==> src/rtl/pipelined_adder.sv <==
// Pipelined chunked adder: STAGES register stages, stage k adds bits [k*CW +: CW].
// Define PIPELINED_ADDER_SUB_EN to enable the subtract mode driven by 'sub'.
module pipelined_adder #(
  parameter int unsigned WIDTH  = 16,
  parameter int unsigned STAGES = 4
) (
  input  logic             clk,
  input  logic             reset,
  input  logic             in_valid,
  output logic             in_ready,
  input  logic [WIDTH-1:0] a,
  input  logic [WIDTH-1:0] b,
  input  logic             c_in,
  input  logic             sub,
  output logic             out_valid,
  input  logic             out_ready,
  output logic [WIDTH-1:0] sum,
  output logic             c_out,
  output logic             ovf
);
  localparam int unsigned CW = WIDTH / STAGES;

  logic             advance;
  logic [WIDTH-1:0] b_eff;
  logic             cin_eff;

`ifdef PIPELINED_ADDER_SUB_EN
  assign b_eff   = sub ? ~b : b;
  assign cin_eff = sub ? 1'b1 : c_in;
`else
  logic sub_unused;
  assign sub_unused = sub;
  assign b_eff      = b;
  assign cin_eff    = c_in;
`endif

  // Global stall: the whole pipe moves only when the output slot can be vacated.
  assign advance  = out_ready || !out_valid;
  assign in_ready = advance;

  for (genvar k = 0; k < STAGES; k++) begin : g_stage
    localparam int unsigned BW = WIDTH - k*CW;

    logic             v_in;
    logic             c_k;
    logic [WIDTH-1:0] x_in;
    logic [BW-1:0]    b_in;
    logic [CW:0]      chunk;
    logic [WIDTH-1:0] x_next;
    logic             v_q;
    logic             c_q;
    logic [WIDTH-1:0] x_q;

    if (k == 0) begin : g_head
      assign v_in = in_valid;
      assign c_k  = cin_eff;
      assign x_in = a;
      assign b_in = b_eff;
    end else begin : g_link
      assign v_in = g_stage[k-1].v_q;
      assign c_k  = g_stage[k-1].c_q;
      assign x_in = g_stage[k-1].x_q;
      assign b_in = g_stage[k-1].g_fwd.b_q;
    end

    assign chunk = {1'b0, x_in[CW-1:0]} + {1'b0, b_in[CW-1:0]} + (CW+1)'(c_k);

    // x holds unconsumed 'a' chunks below finished sum chunks; rotating right by
    // one chunk per stage leaves the full sum in place after the last stage.
    if (STAGES == 1) begin : g_single
      assign x_next = chunk[CW-1:0];
    end else begin : g_rotate
      assign x_next = {chunk[CW-1:0], x_in[WIDTH-1:CW]};
    end

    always_ff @(posedge clk) begin
      if (reset) begin
        v_q <= 1'b0;
        c_q <= 1'b0;
        x_q <= '0;
      end else if (advance) begin
        v_q <= v_in;
        c_q <= chunk[CW];
        x_q <= x_next;
      end
    end

    if (k < STAGES-1) begin : g_fwd
      logic [BW-CW-1:0] b_q;

      always_ff @(posedge clk) begin
        if (reset) begin
          b_q <= '0;
        end else if (advance) begin
          b_q <= b_in[BW-1:CW];
        end
      end
    end else begin : g_tail
      logic ovf_q;

      // Carry into the MSB is recovered as a ^ b ^ sum at that bit.
      always_ff @(posedge clk) begin
        if (reset) begin
          ovf_q <= 1'b0;
        end else if (advance) begin
          ovf_q <= x_in[CW-1] ^ b_in[CW-1] ^ chunk[CW-1] ^ chunk[CW];
        end
      end
    end
  end

  assign out_valid = g_stage[STAGES-1].v_q;
  assign sum       = g_stage[STAGES-1].x_q;
  assign c_out     = g_stage[STAGES-1].c_q;
  assign ovf       = g_stage[STAGES-1].g_tail.ovf_q;

endmodule

==> config.mk <==
export PLATFORM = sky130hd
export DESIGN_NAME = pipelined_adder
export DESIGN_NICKNAME = d
export VERILOG_FILES = /design/src/rtl/pipelined_adder.sv
export SDC_FILE = /design/constraint.sdc
export NUM_CORES = 1
export LEC_CHECK = 0
export CAP_MARGIN = 20
export CORE_MARGIN = 2
export CORE_UTILIZATION = 50
export DETAILED_ROUTE_END_ITERATION = 16
export PLACE_DENSITY = 0.75
export REMOVE_ABC_BUFFERS = 1
export SYNTH_ARGS = -nofsm -noshare
export SYNTH_HDL_FRONTEND = slang
export SYNTH_SLANG_ARGS = --single-unit
export TNS_END_PERCENT = 100
==> constraint.sdc <==
create_clock -name clk -period 5.1 [get_ports clk]
set_input_delay 0.51 -clock clk [delete_from_list [all_inputs] [get_ports clk]]
set_output_delay 0.51 -clock clk [all_outputs]
set_load 0.03 [all_outputs]
==> metrics.txt, run 1 <==
status finished, final reports clean; Iter 0 DRT Violations about 120; Pwr Total around 0.0015 W; die area roughly 8500 µm²; area grow syn2layout 20.1%; Final Hold Fails 0; vias 2,995; setup bufs post-CTS 0; met2 Usage GRT 30.7%; worst-path maximum fanout 2; # diodes 0; post-synthesis compound-gate area fraction 15.1%; kind of critical path in2out; Detail Placement HPWL approximately 4 mm; top cells by count, synth nand2_1 (166), dfxtp_1 (97), a21oi_1 (86); Detailed Routing Iterations Pass 1 4; Syn Inst Count 464; TritonCTS buffer count 9; Max Clock Skew approximately 0.0061 ns; worst slack, placed 2.75 ns; LEAKAGE about 1.8 nW; number of synthesized flops with an enable pin 0; Slew @ Worst Pin around 1 ns; detailed-route DRC error count 0; area of placed instances 4410 µm²; Worst Hold Path EP sum[12]; Hold Path Depth 2; Worst IR Drop VDD 0.000151 V; Post-Synth Adder-Cell Area roughly 8%; switching power 0.000342 W; GRT Residual Overflow 0; max cap viols 0; R2R cell count 6; Synth cell types 27; internal power 0.00119 W; I/O Pins 58; final weighted congestion in routability-driven placement 0.765; post-cts resize count 0; final WL 6.81 mm; most common cell in the synthesized netlist nand2_1; Final TNS setup 0 ns; Crit. End Element primary output; crit-path cells clkdlybuf4s50_1, nor2b_4, clkinv_2, clkdlybuf4s50_1; reg-to-reg endpoint ovf; total of warnings raised by yosys 0; ys async rst share 0%; max_slew headroom 33.0%; Reg2Reg Setup Slack 3.09 ns; synth top area cells dfxtp_1 (50%), nand2_1 (16%), a21oi_1 (11%); top cell type's share of synthesized area 50.2%; post-route cell area approximately 4600 µm²; slowest cell on the critical path clkdlybuf4s50_1; clock root buffer master clkbuf_8; # nets final 559; combinational family with the most area after synthesis simple AND/OR/NAND/NOR gates; Setup Viol. Count Final 0; largest net degree at the start of global routing approximately 110; clk sinks between 90 and 100; simple-gate share of the synthesized area around a fifth; Seq/Total Area, Yosys 50.2%; Core ar. 7610 µm²; top_reg_cell synth dfxtp_1; Total Routing Usage GR 16.8%; fill count 679; critical path's largest stage delay 0.59 ns; synthesized flop and latch total 97; vias in the first global route 2,755; Critical Path Most Common Cell clkdlybuf4s50_1; switching part of the total power about 22%; Final Max Slew Viols 0; Pwr per Cell Area about 330 nW/µm²; global-route wire length before repair 11.6 mm; met3 Use GR 2.88%; DIE HEIGHT 92.0 µm; proportion of layout cells with a drive suffix above 1 4.55%; post-synthesis mux area share 0%; Final WS setup 2.78 ns; mapped cell area 3870 µm²; Critical Path RT 4.59 ns; routed len/inst 11.2 µm; Min-Delay Path Class reg2reg; storage element area 1940 µm²; reg2reg start g_stage[2].c_q; via/cell ratio 4.93; area of the multi-input gates 1740 µm²; clock slew at reported path FFs 0.09 ns; GRT busiest layer met2; CTS tree yes; post-route clock period utilization around 45%; worst path buffer plus inverter count 3; Buffers on Ports 56; hold path start sum[12]; Top Family by Delay on Critical Path buffers and inverters; CTS H-Tree Depth 3; clk buf depth 2; CP Data Arrival Time 1.81 ns; cell taking the most area after synthesis dfxtp_1; clock share of power 37.4%; post-route ant nets 0; GR Util met1 a little under a fifth; hold bufs inserted after CTS 0; Fmax achieved ~430 MHz; clock latency on the worst-skew pair 0.35 ns; # rows 32; Starting Density around half; XOR/XNOR Fraction of Synth Area 1.36%; Worst Setup Start Kind input port; fin crit period 2.32 ns; sequential share of power 53.5%; initial antenna violation count 0; combinational power share 9.1%; Syn Area/Cell 8.34 µm²; setup repair after global routing missed its margin no; Die Wd 92.0 µm
[cell usage in the layout, fill, tap and decap left out, drive strengths merged]
cell type	count
nor2	13
clkdlybuf4s50	55
fa	8
inv	6
o21ai	2
nand4b	3
xor2	1
clkinvlp	1
nor3	1
nand3b	4
clkbuf	9
ha	12
buf	3
xnor2	5
nand2	166
nand3	3
nor2b	3
bufinv	3
dfxtp	97
o31ai	1
clkinv	3
a211oi	9
or4	3
a21o	6
a21oi	88
[logic make-up after synthesis]
logic type,Yosys count
flip-flops,97
buffers and inverters,39
AND/OR/NAND/NOR,196
adder cells (fa/ha/maj),20
XOR/XNOR,6
AO/OA/AOI/OAI,106
[how the worst max path moves through the flow]
stage          slack (ns)           endpoint  startpoint  cells after the start
6_report             2.78           in_ready   out_ready                      4
5_1_grt              2.73           in_ready   out_ready                      4
4_1_cts              2.76           in_ready   out_ready                      4
3_5_place_dp         2.75  g_stage[0].x_q[6]   out_ready                      6
3_3_place_gp         2.77           in_ready   out_ready                      4
2_1_floorplan        2.02                ovf   out_valid                      4
[stage by stage]
stage                     hold slack (ns)  std cells  utilization (%)
final                               0.451        607             61.1
after global routing                0.476        607             61.1
after CTS                           0.455        607             61.1
after global placement              0.438        592             58.0
after floorplan                     0.426        432                -
after detailed placement            0.444        592             58.0
[cell type report]
type                            count  area share [%]
Sequential cell                    97            41.8
Timing Repair Buffer               58            12.3
Inverter                            7           0.593
Multi-Input combinational cell    328            37.5
Clock inverter                      6            2.32
Clock buffer                        9            2.67
Tap cell                          102            2.75
[worst reg2reg max path, stage by stage (launching register included)]
cell      delay, ns
dfxtp_1        0.34
fa_1           0.48
fa_1           0.43
a21o_1         0.19
a21oi_2        0.17
xnor2_1        0.17
a211oi_2       0.09
[power by group through the flow]
stage          logic (W)  clock network (W)  registers, W
6_report        0.000140           0.000572      0.000819
5_1_grt         0.000158           0.000618      0.000825
4_1_cts         0.000142           0.000587      0.000820
3_5_place_dp    0.000141                  0      0.000837
3_3_place_gp    0.000137                  0      0.000836
2_1_floorplan  0.0000679                  0      0.000843
[layer usage]
layer,up-vias,share of wire (%)
met2,36,49
met3,10,2.5
met4,0,2.1
met5,-,0
met1,1363,46
li1,1586,-
[registers in the layout, indices dropped and copies added (netlist names)]
register,flops
c_out,1
sum,16
g_stage.c_q,3
out_valid,1
g_stage.v_q,3
ovf,1
g_stage.g_fwd.b_q,24
g_stage.x_q,48
Power figures use the tool's default switching activity.
==> run 2: changes to the inputs <==
--- a/config.mk
+++ b/config.mk
@@ -7,7 +7,7 @@
 export LEC_CHECK = 0
 export CAP_MARGIN = 20
 export CORE_MARGIN = 2
-export CORE_UTILIZATION = 50
+export CORE_UTILIZATION = 48
 export DETAILED_ROUTE_END_ITERATION = 16
 export PLACE_DENSITY = 0.75
 export REMOVE_ABC_BUFFERS = 1
==> constraint.sdc (replaced) <==
create_clock -name clk -period 2.1 [get_ports clk]
set_input_delay 0.21 -clock clk [delete_from_list [all_inputs] [get_ports clk]]
set_output_delay 0.21 -clock clk [all_outputs]
set_load 0.03 [all_outputs]
==> metrics.txt, run 2 (synthesis results as in run 1) <==
CTS tree yes (unchanged); Detail Placement HPWL 4.24 mm (was 4.05 mm); DIE HEIGHT 93.8 µm (was 92.0 µm); Reg2Reg Setup Slack 0.12 ns (was 3.09 ns); vias 3,028 (was 2,995); CTS H-Tree Depth 3 (unchanged); Iter 0 DRT Violations 107 (was 116); final weighted congestion in routability-driven placement 0.731 (was 0.765); status finished, final reports clean (unchanged); post-route clock period utilization a little over nine tenths; kind of critical path reg2reg (was in2out); reg-to-reg endpoint ovf (unchanged); Min-Delay Path Class in2reg (was reg2reg); final WL 6.85 mm (was 6.81 mm); R2R cell count 6 (unchanged); Final Hold Fails 0 (unchanged); clock latency on the worst-skew pair 0.37 ns (was 0.35 ns); Final Max Slew Viols 0 (unchanged); vias in the first global route 2,841 (was 2,755); Worst IR Drop VDD 0.000334 V (was 0.000151 V); Pwr Total 0.00364 W (was 0.00153 W); Slew @ Worst Pin 0.749 ns (was 1.01 ns); Die Wd 93.8 µm (was 92.0 µm); Pwr per Cell Area 781 nW/µm² (was 330 nW/µm²); via/cell ratio 4.97 (was 4.93); hold bufs inserted after CTS 0 (unchanged); hold path start b[11] (was sum[12]); post-route ant nets 0 (unchanged); I/O Pins 58 (unchanged); proportion of layout cells with a drive suffix above 1 4.93% (was 4.55%); initial antenna violation count 0 (unchanged); max FFs per register 48 (unchanged); clock root buffer master clkbuf_8 (unchanged); detailed-route DRC error count 0 (unchanged); largest reg by FF count g_stage.x_q (unchanged); worst slack, placed 0.134 ns (was 2.75 ns); LEAKAGE 1.86 nW (was 1.85 nW); Hold Path Depth 3 (was 2); fin crit period 1.98 ns; Max Clock Skew 0.0138 ns (was 0.00608 ns); reg2reg start g_stage[2].c_q (unchanged); Core ar. 7770 µm² (was 7610 µm²); setup bufs post-CTS 0 (unchanged); Critical Path RT 2.39 ns (was 4.59 ns); Setup Viol. Count Final 0 (unchanged); Worst Hold Path EP g_stage[0].g_fwd.b_q[7] (was sum[12]); largest net degree at the start of global routing 102 (was 105); Crit. End Element flip-flop (was primary output); Buffers on Ports 56 (unchanged); TritonCTS buffer count 9 (unchanged); setup repair after global routing missed its margin no (unchanged); clk sinks 97 (unchanged); max_slew headroom 50.1% (was 33.0%); area grow syn2layout 20.6% (was 20.1%); Detailed Routing Iterations Pass 1 4 (unchanged); Starting Density 49.8% (was 50.9%); worst-path maximum fanout 2 (unchanged); Final WS setup 0.118 ns (was 2.78 ns); die area 8790 µm² (was 8460 µm²); # diodes 0 (unchanged); routed len/inst 11.2 µm (about the same); CP Data Arrival Time 2.28 ns (was 1.81 ns); fill count 725 (was 679); Core Util, Final 60.1% (was 61.1%); GRT Residual Overflow 0 (unchanged); post-cts resize count 0 (unchanged); Worst Setup Start Kind flip-flop (was input port); clock slew at reported path FFs 0.10 ns (was 0.09 ns); max cap viols 0 (unchanged); clk buf depth 2 (unchanged); # nets final 561 (was 559); commonest cells after routing, fill and taps aside nand2_1 (166), dfxtp_1 (97), a21oi_1 (86) (unchanged); # rows 32 (unchanged); Total Routing Usage GR 17.0% (was 16.8%); Fmax achieved between 500 and 600 MHz; global-route wire length before repair 12.0 mm (was 11.6 mm); most common cell after layout, fill and taps aside nand2_1 (unchanged)
-- run 2: cell types whose count changed in the layout (fill, tap and decap cells not counted), sizes merged --
cell	before	now
inv	6	9
bufinv	3	2
buf	3	5
clkinv	3	1
-- run 2: worst max path at each step --
| stage | from | to | slack (ns) | cells past startpoint |
|---|---|---|---|---|
| 2_1_floorplan | out_valid | ovf | -0.98 | 4 |
| 3_3_place_gp | g_stage[2].c_q | ovf | 0.17 | 6 |
| 3_5_place_dp | g_stage[2].c_q | ovf | 0.13 | 6 |
| 4_1_cts | g_stage[2].c_q | ovf | 0.11 | 6 |
| 5_1_grt | g_stage[2].c_q | ovf | 0.02 | 6 |
| 6_report | g_stage[2].c_q | ovf | 0.12 | 6 |
-- run 2: layout make-up --
cell class / count / area [µm²] / share of cell area, %
clock buffers: 9 / 124 / 2.65
clock inverters: 6 / 90.1 / 1.93
inverters: 7 / 26.3 / 0.563
multi-input cells: 328 / 1740 / 37.4
flip-flops and latches: 97 / 1940 / 41.6
well taps: 102 / 128 / 2.74
repair buffers: 60 / 613 / 13.1
-- run 2: report_power, final --
part           internal [W]  switching, W  leakage (nW)  total [W]
combinational      0.000175      0.000169         0.952   0.000344
sequential          0.00194     0.0000522         0.797    0.00199
clock              0.000670      0.000637         0.106    0.00131
-- run 2: stage by stage --
stage / cells / hold WS, ns / TNS [ns] / area, µm²
after CTS: 609 / 0.375 / 0 / 4670
final: 609 / 0.381 / 0 / 4670
after global routing: 609 / 0.386 / 0 / 4670
after detailed placement: 594 / 0.444 / 0 / 4450
after global placement: 594 / 0.438 / 0 / 4450
after floorplan: 432 / 0.275 / -83.58 / 3710
-- run 2: routing by layer --
layer / wire [µm] / vias up / GRT usage (%) / share of wire [%]
li1: - / 1594 / - / -
met1: 3210 / 1381 / 20.6 / 47
met2: 3260 / 40 / 28.2 / 48
met3: 214 / 13 / 3.93 / 3.1
met4: 161 / 0 / 8.21 / 2.4
met5: 0 / - / 0 / 0
-- run 2: critical path: stages, from the launching register on --
cell and delay, ns:
dfxtp_1 0.34, fa_1 0.48, fa_1 0.43, a21o_1 0.19, a21oi_2 0.16, xnor2_1 0.10
a211oi_2 0.21
==> run 3: changes to the inputs <==
--- a/config.mk
+++ b/config.mk
@@ -5,7 +5,7 @@
 export SDC_FILE = /design/constraint.sdc
 export NUM_CORES = 1
 export LEC_CHECK = 0
-export CAP_MARGIN = 20
+export CAP_MARGIN = 25
 export CORE_MARGIN = 2
 export CORE_UTILIZATION = 48
 export DETAILED_ROUTE_END_ITERATION = 16
==> results of run 3 <==
No change in the layout: final DEF, timing and power equal those of run 2.
